==> src/rtl/nn_pkg.sv <==
// Shared defaults and state encoding for the argmax layer block.
// The optional max_out port is controlled by the ARGMAX_VALUE_OUT_EN macro in the top module.
package nn_pkg;

    localparam int T_DEF  = 20;
    localparam int M_DEF  = 12;
    localparam int IW_DEF = $clog2(M_DEF);

    typedef enum logic {
        ACCUM = 1'b0,
        HOLD  = 1'b1
    } state_t;

endpackage

==> src/rtl/argmax_cmp.sv <==
// Signed strict greater-than compare between a candidate word and the current best.
module argmax_cmp #(
    parameter int T = 20
) (
    input  logic signed [T-1:0] candidate,
    input  logic signed [T-1:0] best,
    output logic                greater
);

    // A strict compare makes ties keep the earlier (lower) index.
    assign greater = (candidate > best);

endmodule

==> src/rtl/argmax_12_20.sv <==
// Streaming argmax over M signed words per vector, with a one-deep registered result handshake.
// Define ARGMAX_VALUE_OUT_EN to expose the maximum value on max_out.
//
// state | meaning
// ACCUM | accepting words of the current vector, s_ready=1
// HOLD  | result registered and offered downstream, m_valid=1
module argmax_12_20
    import nn_pkg::*;
#(
    parameter int T  = T_DEF,
    parameter int M  = M_DEF,
    parameter int IW = $clog2(M)
) (
    input  logic                clk,
    input  logic                reset,
    input  logic                s_valid,
    output logic                s_ready,
    input  logic signed [T-1:0] data_in,
    output logic                m_valid,
    input  logic                m_ready,
    output logic [IW-1:0]       data_out
`ifdef ARGMAX_VALUE_OUT_EN
    ,
    output logic signed [T-1:0] max_out
`endif
);

    state_t              state;
    logic [IW-1:0]       cnt;
    logic signed [T-1:0] best_val;
    logic                s_ready_q;
    logic                greater;
    logic                take;

    // Gating with reset keeps s_ready low for the whole reset window.
    assign s_ready = s_ready_q & reset;
    assign take    = s_valid & s_ready;

    argmax_cmp #(.T(T)) u_cmp (
        .candidate (data_in),
        .best      (best_val),
        .greater   (greater)
    );

    always_ff @(posedge clk) begin
        if (!reset) begin
            state     <= ACCUM;
            cnt       <= '0;
            s_ready_q <= 1'b1;
            m_valid   <= 1'b0;
            data_out  <= '0;
            best_val  <= '0;
        end else begin
            case (state)
                ACCUM: begin
                    if (take) begin
                        if ((cnt == '0) || greater) begin
                            best_val <= data_in;
                            data_out <= cnt;
                        end
                        if (cnt == IW'(M - 1)) begin
                            cnt       <= '0;
                            state     <= HOLD;
                            s_ready_q <= 1'b0;
                            m_valid   <= 1'b1;
                        end else begin
                            cnt <= cnt + 1'b1;
                        end
                    end
                end
                HOLD: begin
                    if (m_ready) begin
                        state     <= ACCUM;
                        s_ready_q <= 1'b1;
                        m_valid   <= 1'b0;
                    end
                end
                default: state <= ACCUM;
            endcase
        end
    end

`ifdef ARGMAX_VALUE_OUT_EN
    assign max_out = best_val;
`endif

endmodule

==> config.mk <==
export PLATFORM = sky130hd
export DESIGN_NAME = argmax_12_20
export DESIGN_NICKNAME = d
export VERILOG_FILES = /design/src/rtl/nn_pkg.sv /design/src/rtl/argmax_cmp.sv /design/src/rtl/argmax_12_20.sv
export SDC_FILE = /design/constraint.sdc
export NUM_CORES = 1
export LEC_CHECK = 0
export CAP_MARGIN = 5
export CELL_PAD_IN_SITES_DETAIL_PLACEMENT = 0
export CELL_PAD_IN_SITES_GLOBAL_PLACEMENT = 1
export CORE_MARGIN = 2
export CORE_UTILIZATION = 40
export CTS_CLUSTER_SIZE = 8
export DETAILED_ROUTE_END_ITERATION = 10
export GPL_TIMING_DRIVEN = 0
export PLACE_DENSITY = 0.8
export SLEW_MARGIN = 20
export SYNTH_ARGS = -nofsm -noshare
export SYNTH_HDL_FRONTEND = slang
export SYNTH_SLANG_ARGS = --single-unit
==> constraint.sdc <==
create_clock -name clk -period 3.75 [get_ports clk]
set_clock_uncertainty 0.2 [all_clocks]
set_input_delay 0.375 -clock clk [delete_from_list [all_inputs] [get_ports clk]]
set_output_delay 0.375 -clock clk [all_outputs]
set_load 0.02 [all_outputs]
==> results.sh, run 1 <==
export IMPL_status="finished clean"
export IMPL_p_per_area_nw_per_um2=387.1
export IMPL_post_route_period_util_pct=68.73
export IMPL_gp_congestion=0.7461
export IMPL_cts_hold_buf=0
export IMPL_num_nets_final=301
export IMPL_drc=0
export IMPL_ys_async_sr_fraction_pct=0
export IMPL_hp_start="m_valid$_SDFFE_PN0P_"
export IMPL_rsz0062_at_grt="no"
export IMPL_placed_cells=300
export IMPL_pin_count=30
export IMPL_ant_nets=0
export IMPL_routed_wl_mm=4.187
export IMPL_synth_most_common_cell="nand2_1"
export IMPL_fp_dieH_um=71.81
export IMPL_syn_instance_count=219
export IMPL_cts_tree="built"
export IMPL_cts_sink_count=31
export IMPL_max_slew_margin_rel_pct=65.13
export IMPL_via_per_inst=5.273
export IMPL_ys_warn_count=0
export IMPL_yosys_top_cells_count="nand2_1 (35), dfxtp_1 (31), nand4_1 (28)"
export IMPL_hp_class="reg2reg"
export IMPL_finalSetupTns_ns=0
export IMPL_wl_per_cell_um=13.59
export IMPL_fin_crit_ns=2.578
export IMPL_numPortBuffers=29
export IMPL_tightest_slew_ns=0.5230
export IMPL_first_pass_iters=4
export IMPL_synth_net_count=265
export IMPL_rows=24
export IMPL_fmax_mhz=388.0
export IMPL_reg2reg_slack_ns=1.37
export IMPL_synth_edf_count=0
export IMPL_synth_main_ff_cell="dfxtp_1"
export IMPL_end_kind="register"
export IMPL_root_buffer="clkbuf_8"
export IMPL_hold_viol=0
export IMPL_hpwlAfterDp_mm=2.970
export IMPL_synth_top_area_cell="dfxtp_1"
export IMPL_totalPowerFinal_mw=0.8951
export IMPL_cap_viol_max_count=0
export IMPL_drive_above_1_share_pct=10.55
export IMPL_grt_pass1_wl_mm=7.141
export IMPL_ctsResizeCount=0
export IMPL_die_w_um=71.81
export IMPL_crit_fanout=10
export IMPL_drtIter0Drc=90
export IMPL_r2r_start="best_val[19]$_SDFFE_PN0P_"
export IMPL_final_cells=308
export IMPL_avgSynthCellArea_um2=8.398
export IMPL_grt_usage_pct=17.49
export IMPL_synth_top_cell_area_share_pct=33.74
export IMPL_num_antenna_cells=0
export IMPL_start_kind="input port"
export IMPL_cts_htree_levels=2
export IMPL_synth_distinct_cells=40
export IMPL_arrival_ns=2.55
export IMPL_clkLatencyLatePin_ns=0.28
export IMPL_synth_area_um2=1839
export IMPL_grt_max_degree=11
export IMPL_final_max_slew_viol_count=0
export IMPL_clk_path_buf_depth=2
export IMPL_grt_overflow=0
export IMPL_yosysSeqAreaShare_pct=33.74
export IMPL_synthToLayoutAreaGrowth_pct=25.71
export IMPL_start_util_pct=41.95
export IMPL_post_cts_setup_buffer_count=0
export IMPL_p_leak_nw=1.013
export IMPL_clkTransAtPathRegs_ns=0.06
export IMPL_dieArea_um2=5157
export IMPL_grt_pass1_vias=1566
export IMPL_core_area_um2=4384
export IMPL_synth_ff_latch_count=31
export IMPL_cp_required_ns=3.72
export IMPL_crit_start="data_in[19]"
export IMPL_numCtsBuffers=5
export IMPL_crit_type="in2reg"
export IMPL_vias=1624
export IMPL_hold_ws_ns=0.2550
export IMPL_setup_viol=0
export IMPL_ir_worst_vdd_uv=210.3
export IMPL_yosys_top_cells_area="dfxtp_1 (34%), ha_1 (15%), nand4_1 (9.5%)"
export IMPL_antenna_found_initial=0
[cell type report]
class / count / area (um2)
Buffer: 12 / 85.08
Sequential cell: 31 / 620.6
Timing Repair Buffer: 29 / 290.3
Fill cell: 444 / 2072
Clock buffer: 6 / 82.58
Multi-Input combinational cell: 153 / 1047
Tap cell: 52 / 65.06
Clock inverter: 2 / 35.03
Inverter: 23 / 86.33
[through the flow]
stage               setup WS (ns)  area (um2)  util [%]
floorplan                   1.595        1839         -
global placement           0.9049        2195     50.06
detailed placement         0.8795        2195     50.06
CTS                         1.176        2312     52.74
global route                1.004        2312     52.74
finish                      1.172        2312     52.74
[worst paths after layout]
check | end | depth (start not counted)
worst max register to register | best_val[4]$_SDFFE_PN0P_ | 9
worst max-delay path | best_val[4]$_SDFFE_PN0P_ | 9
worst min-delay path | m_valid$_SDFFE_PN0P_ | 2
worst min register to register | m_valid$_SDFFE_PN0P_ | 2
[critical path, stage by stage]
cell,delay (ns)
clkdlybuf4s50_1,0.44
ha_1,0.34
nand4_1,0.17
nor2_2,0.09
a221oi_2,0.43
nand4b_2,0.25
buf_2,0.26
nand4_1,0.11
nand2_1,0.07
[where the power goes]
group	internal, mW	switching [mW]	total [mW]
registers	0.356	0.0132	0.369
logic	0.0869	0.0966	0.183
clock network	0.215	0.128	0.343
total	0.657	0.238	0.895
[cells in the final DEF (no fill, tap or decap), types with 3 or more instances in the layout]
| master | netlist | layout |
|---|---|---|
| a21oi_1 | 6 | 6 |
| clkbuf_8 | 0 | 6 |
| buf_6 | 4 | 4 |
| dfxtp_1 | 31 | 31 |
| inv_1 | 23 | 23 |
| o21ai_0 | 5 | 5 |
| a21boi_0 | 3 | 3 |
| o21ai_1 | 22 | 22 |
| clkdlybuf4s50_1 | 0 | 29 |
| clkbuf_1 | 3 | 3 |
| nand2_1 | 35 | 35 |
| nand4_1 | 28 | 28 |
| ha_1 | 22 | 22 |
[routing by layer]
| metal | GRT usage [%] | vias to the layer above | part of all wire, % |
|---|---|---|---|
| met5 | 0 | - | 0 |
| met4 | 5.660 | 0 | 0.60 |
| met3 | 4.360 | 2 | 2.6 |
| met2 | 27.06 | 21 | 46 |
| met1 | 23.90 | 754 | 51 |
| li1 | - | 847 | - |
[cells by family after synthesis]
family / count (synthesis) / synth area share (%)
and+or+nand+nor: 83 / 25.38
AOI/OAI and AO/OA: 46 / 15.65
buffers and inverters: 35 / 9.319
DFF: 31 / 33.74
adders and majority gates: 22 / 14.97
xor gates and xnor gates: 2 / 0.9526
[sequential cells by signal, summed over array words and instances (netlist names)]
| name | flops |
|---|---|
| state | 1 |
| data_out | 4 |
| s_ready_q | 1 |
| cnt | 4 |
| m_valid | 1 |
| best_val | 20 |
No activity file was read; power rests on OpenSTA's default activity.
==> run 2, diff against run 1 <==
--- a/config.mk
+++ b/config.mk
@@ -9,11 +9,11 @@
 export CELL_PAD_IN_SITES_DETAIL_PLACEMENT = 0
 export CELL_PAD_IN_SITES_GLOBAL_PLACEMENT = 1
 export CORE_MARGIN = 2
-export CORE_UTILIZATION = 40
+export CORE_UTILIZATION = 36
 export CTS_CLUSTER_SIZE = 8
 export DETAILED_ROUTE_END_ITERATION = 10
 export GPL_TIMING_DRIVEN = 0
-export PLACE_DENSITY = 0.8
+export PLACE_DENSITY = 0.76
 export SLEW_MARGIN = 20
 export SYNTH_ARGS = -nofsm -noshare
 export SYNTH_HDL_FRONTEND = slang
==> constraint.sdc (replaced) <==
create_clock -name clk -period 2.1 [get_ports clk]
set_clock_uncertainty 0.2 [all_clocks]
set_input_delay 0.21 -clock clk [delete_from_list [all_inputs] [get_ports clk]]
set_output_delay 0.21 -clock clk [all_outputs]
set_load 0.02 [all_outputs]
==> results.sh, run 2 (synthesis results as in run 1) <==
export IMPL_p_per_area_nw_per_um2=611.8
export IMPL_critPathSlowestCell="a211o_4"
export IMPL_core_area_um2=5010
export IMPL_drc=0
export IMPL_cts_sink_count=31
export IMPL_drtIter0Drc=115
export IMPL_setup_ws_ns=-0.2365
export IMPL_largest_reg_flops=20
export IMPL_clkLatencyLatePin_ns=0.28
export IMPL_arrival_ns=2.32
export IMPL_p_comb_share_pct=27.2
export IMPL_routed_wl_mm=4.654
export IMPL_drive_above_1_share_pct=26.69
export IMPL_grt_usage_pct=17.78
export IMPL_crit_top_cell="nand4_1"
export IMPL_p_sw_share_pct=29.35
export IMPL_fill_cells=506
export IMPL_path_buf_inv=2
export IMPL_multi_input_area_um2=1286
export IMPL_crit_type="reg2reg"
export IMPL_start_util_pct=36.71
export IMPL_cts_htree_levels=2
export IMPL_vias=1733
export IMPL_grt_max_degree=11
export IMPL_end_kind="register"
export IMPL_wl_per_cell_um=13.85
export IMPL_crit_family="simple AND/OR/NAND/NOR gates"
export IMPL_setup_viol=24
export IMPL_regMostFlops="best_val"
export IMPL_worstPathCellList="inv_2, ha_4, nand4_1, nor3_2, a221oi_4, a211o_4, buf_4, nand4_1, nand2_1"
export IMPL_gp_congestion=0.8083
export IMPL_clkTransAtPathRegs_ns=0.06
export IMPL_post_route_period_util_pct=111.3
export IMPL_clk_path_buf_depth=2
export IMPL_cts_hold_buf=0
export IMPL_largest_registers="best_val (20), cnt (4), data_out (4)"
export IMPL_crit_fanout=7
export IMPL_synthToLayoutAreaGrowth_pct=45.37
export IMPL_cts_tree="built"
export IMPL_critical_path_max_stage_delay_ns=0.43
export IMPL_power_frac_seq_pct=40.7
export IMPL_hold_ws_ns=0.04226
export IMPL_tightest_slew_ns=0.5400
export IMPL_fmax_mhz=428.0
export IMPL_p_leak_nw=1.118
export IMPL_pin_count=30
export IMPL_grt_pass1_vias=1620
export IMPL_numPortBuffers=29
export IMPL_dieArea_um2=5696
export IMPL_fp_dieH_um=75.48
export IMPL_first_pass_iters=4
export IMPL_rsz0062_at_grt="yes"
export IMPL_die_w_um=75.48
export IMPL_p_switching_mw=0.4801
export IMPL_num_antenna_cells=0
export IMPL_numCtsBuffers=5
export IMPL_layout_common_cells="nand2_1 (34), nand4_1 (28), dfxtp_1 (23)"
export IMPL_hold_viol=0
export IMPL_num_nets_final=311
export IMPL_finalSetupTns_ns=-5.162
export IMPL_cap_viol_max_count=0
export IMPL_status="complete, but fails checks"
export IMPL_root_buffer="clkbuf_8"
export IMPL_fin_crit_ns=2.336
export IMPL_hp_class="in2reg"
export IMPL_grt_pass1_wl_mm=7.686
export IMPL_grt_overflow=0
export IMPL_via_per_inst=5.158
export IMPL_ir_worst_vdd_uv=470.5
export IMPL_hpwlAfterDp_mm=3.012
export IMPL_ant_nets=0
export IMPL_violations="negative setup slack"
export IMPL_dp_slack_ns=-0.6171
export IMPL_p_int_mw=1.156
export IMPL_layout_commonest_cell="nand2_1"
export IMPL_max_slew_margin_rel_pct=64.00
export IMPL_final_max_slew_viol_count=0
export IMPL_clock_power_share_pct=32.0
export IMPL_antenna_found_initial=0
export IMPL_regArea_um2=630.6
export IMPL_start_kind="register"
export IMPL_rows=26
export IMPL_cp_required_ns=2.08
-- run 2: cell count changes in the layout (fill, tap and decap cells not counted), moves of 3 or more --
cell / previous run / this run
buf_4: 2 / 10
dlygate4sd2_1: 0 / 9
a21oi_2: 0 / 3
dfxtp_2: 0 / 8
inv_1: 23 / 18
inv_2: 0 / 5
ha_1: 22 / 12
clkdlybuf4s50_1: 29 / 19
o21ai_0: 5 / 0
dfxtp_1: 31 / 23
a21oi_1: 6 / 3
ha_4: 0 / 10
o21ai_2: 0 / 7
-- run 2: area by class of cell --
type	instances	share of cell area, %
multi-input combinational	153	48.10
tap	70	3.276
inverter	23	3.229
buffer	12	3.650
sequential	31	23.58
clock buffer	8	3.744
timing repair buffer	39	14.41
-- run 2: final timing paths --
check                                 start                         to  slack [ns]  cells past startpoint
setup / recovery  best_val[19]$_SDFFE_PN0P_   data_out[0]$_SDFFE_PN0P_       -0.24                      9
setup reg to reg  best_val[19]$_SDFFE_PN0P_   data_out[0]$_SDFFE_PN0P_       -0.24                      9
hold / removal                  data_in[11]  best_val[11]$_SDFFE_PN0P_        0.04                      3
hold reg to reg        m_valid$_SDFFE_PN0P_       m_valid$_SDFFE_PN0P_        0.25                      2
-- run 2: timing repair --
item                       4_1_cts  5_1_grt
cloned                           2        1
resized for setup               64        4
setup endpoints to repair       24       24
buffers inserted                 6        1
pin swaps                       36       40
-- run 2: worst reg2reg max path: stages, from the launching register on --
cell	delay, ns
dfxtp_2	0.34
inv_2	0.04
ha_4	0.27
nand4_1	0.22
nor3_2	0.30
a221oi_4	0.14
a211o_4	0.43
buf_4	0.16
nand4_1	0.08
nand2_1	0.05
-- run 2: metal layers --
| metal | vias to the layer above | track usage, % | share of wire, % |
|---|---|---|---|
| met5 | - | 0 | 0 |
| met4 | 0 | 4.094 | 1.2 |
| met3 | 5 | 3.968 | 3.9 |
| met2 | 34 | 28.50 | 48 |
| met1 | 824 | 24.47 | 47 |
| li1 | 870 | - | - |
-- run 2: through the flow --
step	instance area (um2)	total power, mW	util, %	std cells
2_1_floorplan	1839	0.8848	-	219
3_3_place_gp	2217	0.9961	44.26	318
3_5_place_dp	2217	1.001	44.26	318
4_1_cts	2628	1.627	52.45	334
5_1_grt	2674	1.725	53.37	336
6_report	2674	1.636	53.37	336
-- run 2: power groups by stage --
stage	clock, mW	sequential, mW	combinational [mW]
4_1_cts	0.533	0.665	0.429
5_1_grt	0.559	0.670	0.495
3_5_place_dp	0	0.672	0.329
3_3_place_gp	0	0.671	0.325
2_1_floorplan	0	0.668	0.217
6_report	0.524	0.666	0.446
